===== src/rtl/timer_io_8.sv =====
// Memory-mapped 16-bit down-counting timer with 12-bit prescaler, auto-reload,
// W1C status flag and registered interrupt output.
module timer_io_8 (
    input  logic       clk,
    input  logic       reset_,
    input  logic       cs,
    input  logic [2:0] addr,
    input  logic [7:0] din,
    input  logic       we,
    output logic [7:0] dout,
    output logic       irq
);

    localparam logic [2:0] ADDR_RELOAD_LO = 3'd0;
    localparam logic [2:0] ADDR_RELOAD_HI = 3'd1;
    localparam logic [2:0] ADDR_COUNT_LO  = 3'd2;
    localparam logic [2:0] ADDR_COUNT_HI  = 3'd3;
    localparam logic [2:0] ADDR_CTRL      = 3'd4;
    localparam logic [2:0] ADDR_STATUS    = 3'd5;

    logic [15:0] reload_q;
    logic [15:0] count_q;
    logic [15:0] count_d;
    logic [7:0]  snap_q;
    logic        en_q;
    logic        en_d;
    logic        auto_q;
    logic        ie_q;
    logic        ie_d;
    logic [1:0]  psc_sel_q;
    logic [11:0] pre_q;
    logic [11:0] pre_d;
    logic        flag_q;
    logic        flag_d;
    logic        irq_q;

    logic wr;
    logic rd;
    logic wr_lo;
    logic wr_hi;
    logic wr_ctrl;
    logic wr_stat;
    logic rd_count_lo;
    logic psc_hit;
    logic tick;
    logic expire;

    assign wr          = cs & we;
    assign rd          = cs & ~we;
    assign wr_lo       = wr & (addr == ADDR_RELOAD_LO);
    assign wr_hi       = wr & (addr == ADDR_RELOAD_HI);
    assign wr_ctrl     = wr & (addr == ADDR_CTRL);
    assign wr_stat     = wr & (addr == ADDR_STATUS);
    assign rd_count_lo = rd & (addr == ADDR_COUNT_LO);

    always_comb begin
        psc_hit = 1'b1;
        case (psc_sel_q)
            2'b00:   psc_hit = 1'b1;
            2'b01:   psc_hit = &pre_q[3:0];
            2'b10:   psc_hit = &pre_q[7:0];
            default: psc_hit = &pre_q;
        endcase
    end

    // Tick uses pre-write CTRL; a RELOAD_HI write suppresses the tick's effect.
    assign tick   = en_q & psc_hit;
    assign expire = tick & ~wr_hi & (count_q == 16'd0);

    always_comb begin
        count_d = count_q;
        if (wr_hi) begin
            count_d = {din, reload_q[7:0]};
        end else if (tick) begin
            if (count_q != 16'd0) begin
                count_d = count_q - 16'd1;
            end else if (auto_q) begin
                count_d = reload_q;
            end else begin
                count_d = 16'd0;
            end
        end
    end

    always_comb begin
        en_d = en_q;
        if (wr_ctrl) begin
            en_d = din[0];
        end else if (expire && !auto_q) begin
            en_d = 1'b0;
        end
    end

    always_comb begin
        pre_d = pre_q + 12'd1;
        if (wr_hi || !en_q) begin
            pre_d = 12'd0;
        end
    end

    // Expiry wins over a same-edge W1C clear.
    always_comb begin
        flag_d = flag_q;
        if (expire) begin
            flag_d = 1'b1;
        end else if (wr_stat && din[0]) begin
            flag_d = 1'b0;
        end
    end

    assign ie_d = wr_ctrl ? din[2] : ie_q;

    always_ff @(posedge clk or negedge reset_) begin
        if (!reset_) begin
            reload_q  <= 16'd0;
            count_q   <= 16'd0;
            snap_q    <= 8'd0;
            en_q      <= 1'b0;
            auto_q    <= 1'b0;
            ie_q      <= 1'b0;
            psc_sel_q <= 2'b00;
            pre_q     <= 12'd0;
            flag_q    <= 1'b0;
            irq_q     <= 1'b0;
        end else begin
            if (wr_lo) begin
                reload_q[7:0] <= din;
            end
            if (wr_hi) begin
                reload_q[15:8] <= din;
            end
            if (rd_count_lo) begin
                snap_q <= count_q[15:8];
            end
            if (wr_ctrl) begin
                auto_q    <= din[1];
                psc_sel_q <= din[5:4];
            end
            count_q <= count_d;
            en_q    <= en_d;
            ie_q    <= ie_d;
            pre_q   <= pre_d;
            flag_q  <= flag_d;
            irq_q   <= flag_d & ie_d;
        end
    end

    assign irq = irq_q;

    always_comb begin
        dout = 8'h00;
        case (addr)
            ADDR_RELOAD_LO: dout = reload_q[7:0];
            ADDR_RELOAD_HI: dout = reload_q[15:8];
            ADDR_COUNT_LO:  dout = count_q[7:0];
            ADDR_COUNT_HI:  dout = snap_q;
            ADDR_CTRL:      dout = {2'b00, psc_sel_q, 1'b0, ie_q, auto_q, en_q};
            ADDR_STATUS:    dout = {7'd0, flag_q};
            default:        dout = 8'h00;
        endcase
    end

endmodule


===== config.mk =====
export PLATFORM = sky130hd
export DESIGN_NAME = timer_io_8
export DESIGN_NICKNAME = d
export VERILOG_FILES = /design/src/rtl/timer_io_8.sv
export SDC_FILE = /design/constraint.sdc
export NUM_CORES = 1
export LEC_CHECK = 0
export BUFFER_PORTS_ARGS = -buffer_cell sky130_fd_sc_hd__buf_2
export CORE_ASPECT_RATIO = 1.5
export CORE_MARGIN = 1
export CORE_UTILIZATION = 50
export DETAILED_ROUTE_END_ITERATION = 12
export PLACE_DENSITY = 0.73
export SLEW_MARGIN = 20
export SYNTH_ARGS = -nofsm -noshare
export SYNTH_HDL_FRONTEND = slang
export SYNTH_SLANG_ARGS = --single-unit

===== constraint.sdc =====
create_clock -name clk -period 3.8 [get_ports clk]
set_input_delay 0.76 -clock clk [delete_from_list [all_inputs] [get_ports clk]]
set_output_delay 0.76 -clock clk [all_outputs]
set_load 0.03 [all_outputs]

# Word level (Yosys, flattened, before mapping)
# Index checks and enable logic that the tools add are counted.
[op_classes]
addsub = 2
eq_ne = 7
n_mux = 12
bitwise = 13
n_reduce_logical = 14
[ops]
columns = ["cell", "n"]
rows = [
  ["$mux 16", 4],
  ["$pmux 8 s6", 1],
  ["$logic_not 16->1", 1],
  ["$reduce_bool 16->1", 1],
  ["$sub 16x1->16 const B", 1],
  ["$add 12x1->12 const B", 1],
  ["$mux 12", 1],
  ["$reduce_and 12->1", 1],
  ["$and 1x1->1", 11],
  ["$reduce_and 8->1", 1],
  ["$eq 3x2->1 const B", 2],
  ["$eq 3x3->1 const B", 2],
  ["$mux 1", 5],
  ["$reduce_and 4->1", 1],
  ["$reduce_bool 2->1", 2],
  ["$eq 3x1->1 const B", 1],
  ["$logic_not 3->1", 1],
  ["$pmux 1 s3", 1],
  ["$eq 2x1->1 const B", 1],
  ["$eq 2x2->1 const B", 1],
  ["$logic_and 1x1->1", 2],
  ["$logic_not 1->1", 2],
  ["$logic_not 2->1", 1],
  ["$not 1->1", 2],
  ["$logic_or 1x1->1", 1],
]
[word_totals]
reg_bits = 59
in_bits = 15
out_inout_bits = 9
wordCells = 59

# Longest topological paths before layout
[depth]
depth_word = 8
mapped_depth = 8
depth_no_buf = 7

# Worst setup path after synthesis
# No wires, ideal clock.
[synth_timing]
path_kind = "in2out"
from = "input port addr[0]"
to = "output port dout[0]"
arrival_ns = 2.299
required_time_ns = 3.040
path_slack_ns = 0.741
stages = 5
path_buffers = 2
cell_sequence = "clkbuf_1 buf_1 and3_1 a21oi_1 o21ai_0"
[synth_via]
elab_chain_len = 2
word_cells_on_any_way = 7
cone_classes = "5 x eq/ne; 1 x mux; 1 x reduce/logical"
[synth_rtl]
columns = ["element", "line", "text"]
rows = [
  ["start, declared", "7", "input logic [2:0] addr,"],
  ["$eq 3x3->1 (tied with other cells)", "152", "case (addr)"],
  ["$pmux 8 s6 *", "152", ""],
  ["end, declared", "10", "output logic [7:0] dout,"],
]
# Every way passes the cells marked *; elsewhere a longest branch is shown, timed or not.

# Worst setup path in the final report
[layout_timing]
from = "input port addr[0]"
to = "output port dout[7]"
# The elaborated chain is that of the path after synthesis.

==> results.toml <==
[run_status]
status = "finished, final reports clean"

[timing]
rsz0062_at_grt = "false"
hold_violations = 0
max_freq_mhz = 356
fin_skew_ns = 0.0143
slew_headroom_pct = 51.4
setup_viol = 0
finalSetupTns_ns = 0
finalCritPeriodShare_pct = 73.8
max_slew.worst_pin.slew_ns = 0.729
fin_ws_ns = 0.994
fin_crit_ns = 2.81
slew_viol_final = 0
hold_slack_ns = 0.464

[logic_synthesis]
async_flop_share_pct = 100
yosysUniqueCellTypes = 56
synth-edff-count = 0
synth_ff_type = "dfrtp_1"
ys_seq_area_share_pct = 43.7
synth_area_um2 = 3380
postSynthAreaPerCell_um2 = 9.71
synth-seq-cells = 59
syn-instance-count = 348
yosys_warnings = 0
syn_nets = 366

[route]
wl_per_cell_um = 19.3
wl_mm = 8.53
ant_nets = 0
drtIter0Drc = 246
vias_per_cell = 6.34
firstDrtPassIters = 4
drc = 0
route.vias.total = 2803

[worst_setup_path]
crit_required_ns = 3.04
cp-end-kind = "primary output"
arrival_ns = 2.05
worstPathMaxFanout = 17
path_class = "input pin to primary output"
cp-start-kind = "input pin"
reg2reg_setup_slack_ns = 1.03

[flow_run]
cap_viol_max_count = 0

[placement]
hpwl_mm = 5.78
port_buffers = 23
pre_cts_slack_ns = 0.980
place_congestion = 0.874

[min_path]
hold_class = "input pin to async pin"

[clock_network]
clock-root-buffer = "clkbuf_8"
clkLatencyLatePin_ns = 0.35
numCtsBuffers = 9
cts_tree = "yes"
cts_sinks = 59
post-cts-setup-buffer-count = 0
clockBufferDepth = 2
cts_hold_buf = 0
clk_pin_slew_ns = 0.07
cts_resized = 0
cts_max_level = 3

[finish]
fin_nets = 380
syn_to_final_growth_pct = 9.84
antennaDiodeCount = 0
drive_gt1_share_pct = 20.5

[floorplanning]
core_area_um2 = 6530
dieWidth_um = 69.1
initial_core_util_pct = 51.8
die_y_um = 103
io_pins = 24
dieArea_um2 = 7100
fp-row-count = 36

[grt]
grt_first_pass_wirelength_mm = 13.9
grt-ovfl-total = 0
grt_pass1_vias = 2785
antenna_found_initial = 0
gr-usage-all-layers_pct = 25.7
grt_max_degree = 33

[pwr]
power_mw = 2.30
ir_drop_mv = 0.326
cellPowerDensity_nw_per_um2 = 620
p_leak_nw = 1.68
## cell type report
cell class | instances | area, um2
fill | 563 | 2820
inverter | 9 | 33.8
timing repair buffer | 27 | 145
multi-input combinational | 256 | 1750
sequential | 59 | 1480
clock buffer | 11 | 141
clock inverter | 4 | 75.1
tap | 76 | 95.1
## worst max-delay path, cell delays in order
cell and delay (ns):
buf_2 0.35, mux4_1 0.60, nor2b_1 0.14, buf_2 0.19
## state kept, by name, indices dropped and copies added, names as in the netlist
| register | count |
|---|---|
| irq | 1 |
| ie_q | 1 |
| count_q | 16 |
| snap_q | 8 |
| en_q | 1 |
| psc_sel_q | 2 |
| flag_q | 1 |
| reload_q | 16 |
| auto_q | 1 |
| pre_q | 12 |
## path summary, 6_finish.rpt
check / start / end / cells after the start
min reg2reg: snap_q[7]$_DFFE_PN0P_ / snap_q[7]$_DFFE_PN0P_ / 2
max: addr[0] / dout[7] / 4
min: reset_ / pre_q[5]$_DFF_PN0_ / 1
max in group asynchronous: reset_ / count_q[14]$_DFFE_PN0P_ / 2
min in group clk: snap_q[7]$_DFFE_PN0P_ / snap_q[7]$_DFFE_PN0P_ / 2
max reg2reg: pre_q[0]$_DFF_PN0_ / count_q[7]$_DFFE_PN0P_ / 6
## stage by stage
stage | cell area (um2) | utilization (%) | std cells
2_1_floorplan | 3380 | - | 348
3_3_place_gp | 3500 | 53.5 | 427
3_5_place_dp | 3500 | 53.5 | 427
4_1_cts | 3710 | 56.9 | 442
5_1_grt | 3710 | 56.9 | 442
6_report | 3710 | 56.9 | 442
## synth_stat cells (5+ instances only)
cell / n / area, um2
a21oi_1: 16 / 80.1
and3_1: 9 / 56.3
clkbuf_1: 13 / 48.8
dfrtp_1: 59 / 1480
inv_1: 9 / 33.8
mux2_2: 18 / 203
mux2i_1: 5 / 50.1
mux4_2: 5 / 113
nand2_1: 45 / 169
nand3_1: 12 / 60.1
nor2_1: 21 / 78.8
nor3_1: 9 / 45.0
nor4_1: 8 / 50.1
o21ai_0: 25 / 125
xnor2_1: 5 / 43.8
xor2_1: 8 / 70.1
## kinds of logic (layout without fill, tap and decap cells)
logic type      count (synthesis)  count (layout)  share of synthesized area [%]
flops                          59              59                           43.7
buf+inv                        33              51                           4.81
fa+ha+maj                       3               3                           1.11
mux                            29              29                           11.6
xor+xnor                       13              13                           3.37
compound gates                 72              72                           13.8
simple gates                  139             139                           21.6
## placed cells by master, fill, tap and decap left out, types with 3 or more instances in the layout
| cell | netlist | routed |
|---|---|---|
| or2_2 | 3 | 3 |
| a22oi_1 | 3 | 3 |
| mux2i_1 | 5 | 5 |
| clkbuf_8 | 1 | 10 |
| xnor2_1 | 5 | 5 |
| a221o_1 | 4 | 4 |
| and3_1 | 9 | 9 |
| nand2_1 | 45 | 45 |
| mux4_2 | 5 | 5 |
| ha_1 | 3 | 3 |
| o31ai_1 | 3 | 3 |
| nor3_1 | 9 | 9 |
| nor4_1 | 8 | 8 |
| xor2_1 | 8 | 8 |
| buf_4 | 0 | 4 |
| a311oi_1 | 3 | 3 |
| a21oi_1 | 16 | 16 |
| nor2b_1 | 4 | 4 |
| or3_1 | 3 | 3 |
| a31oi_1 | 4 | 4 |
| buf_2 | 4 | 23 |
| mux2_2 | 18 | 18 |
| dfrtp_1 | 59 | 59 |
| nor2_1 | 21 | 21 |
| nand4_1 | 4 | 4 |
| inv_1 | 9 | 9 |
| nand3_1 | 12 | 12 |
| o21ai_0 | 25 | 25 |
| nand3b_1 | 4 | 4 |
## power by group
group          internal, mW  switching [mW]
clock                 0.383           0.251
sequential            0.791           0.224
combinational         0.303           0.351
## layer usage
layer	track usage, %	vias to the layer above	wire [um]
met3	5.28	23	424
met4	13.8	0	255
met1	29.0	1403	3300
li1	-	1286	-
met5	0	-	0
met2	46.0	91	4560
(Power assumes the default switching activity.)
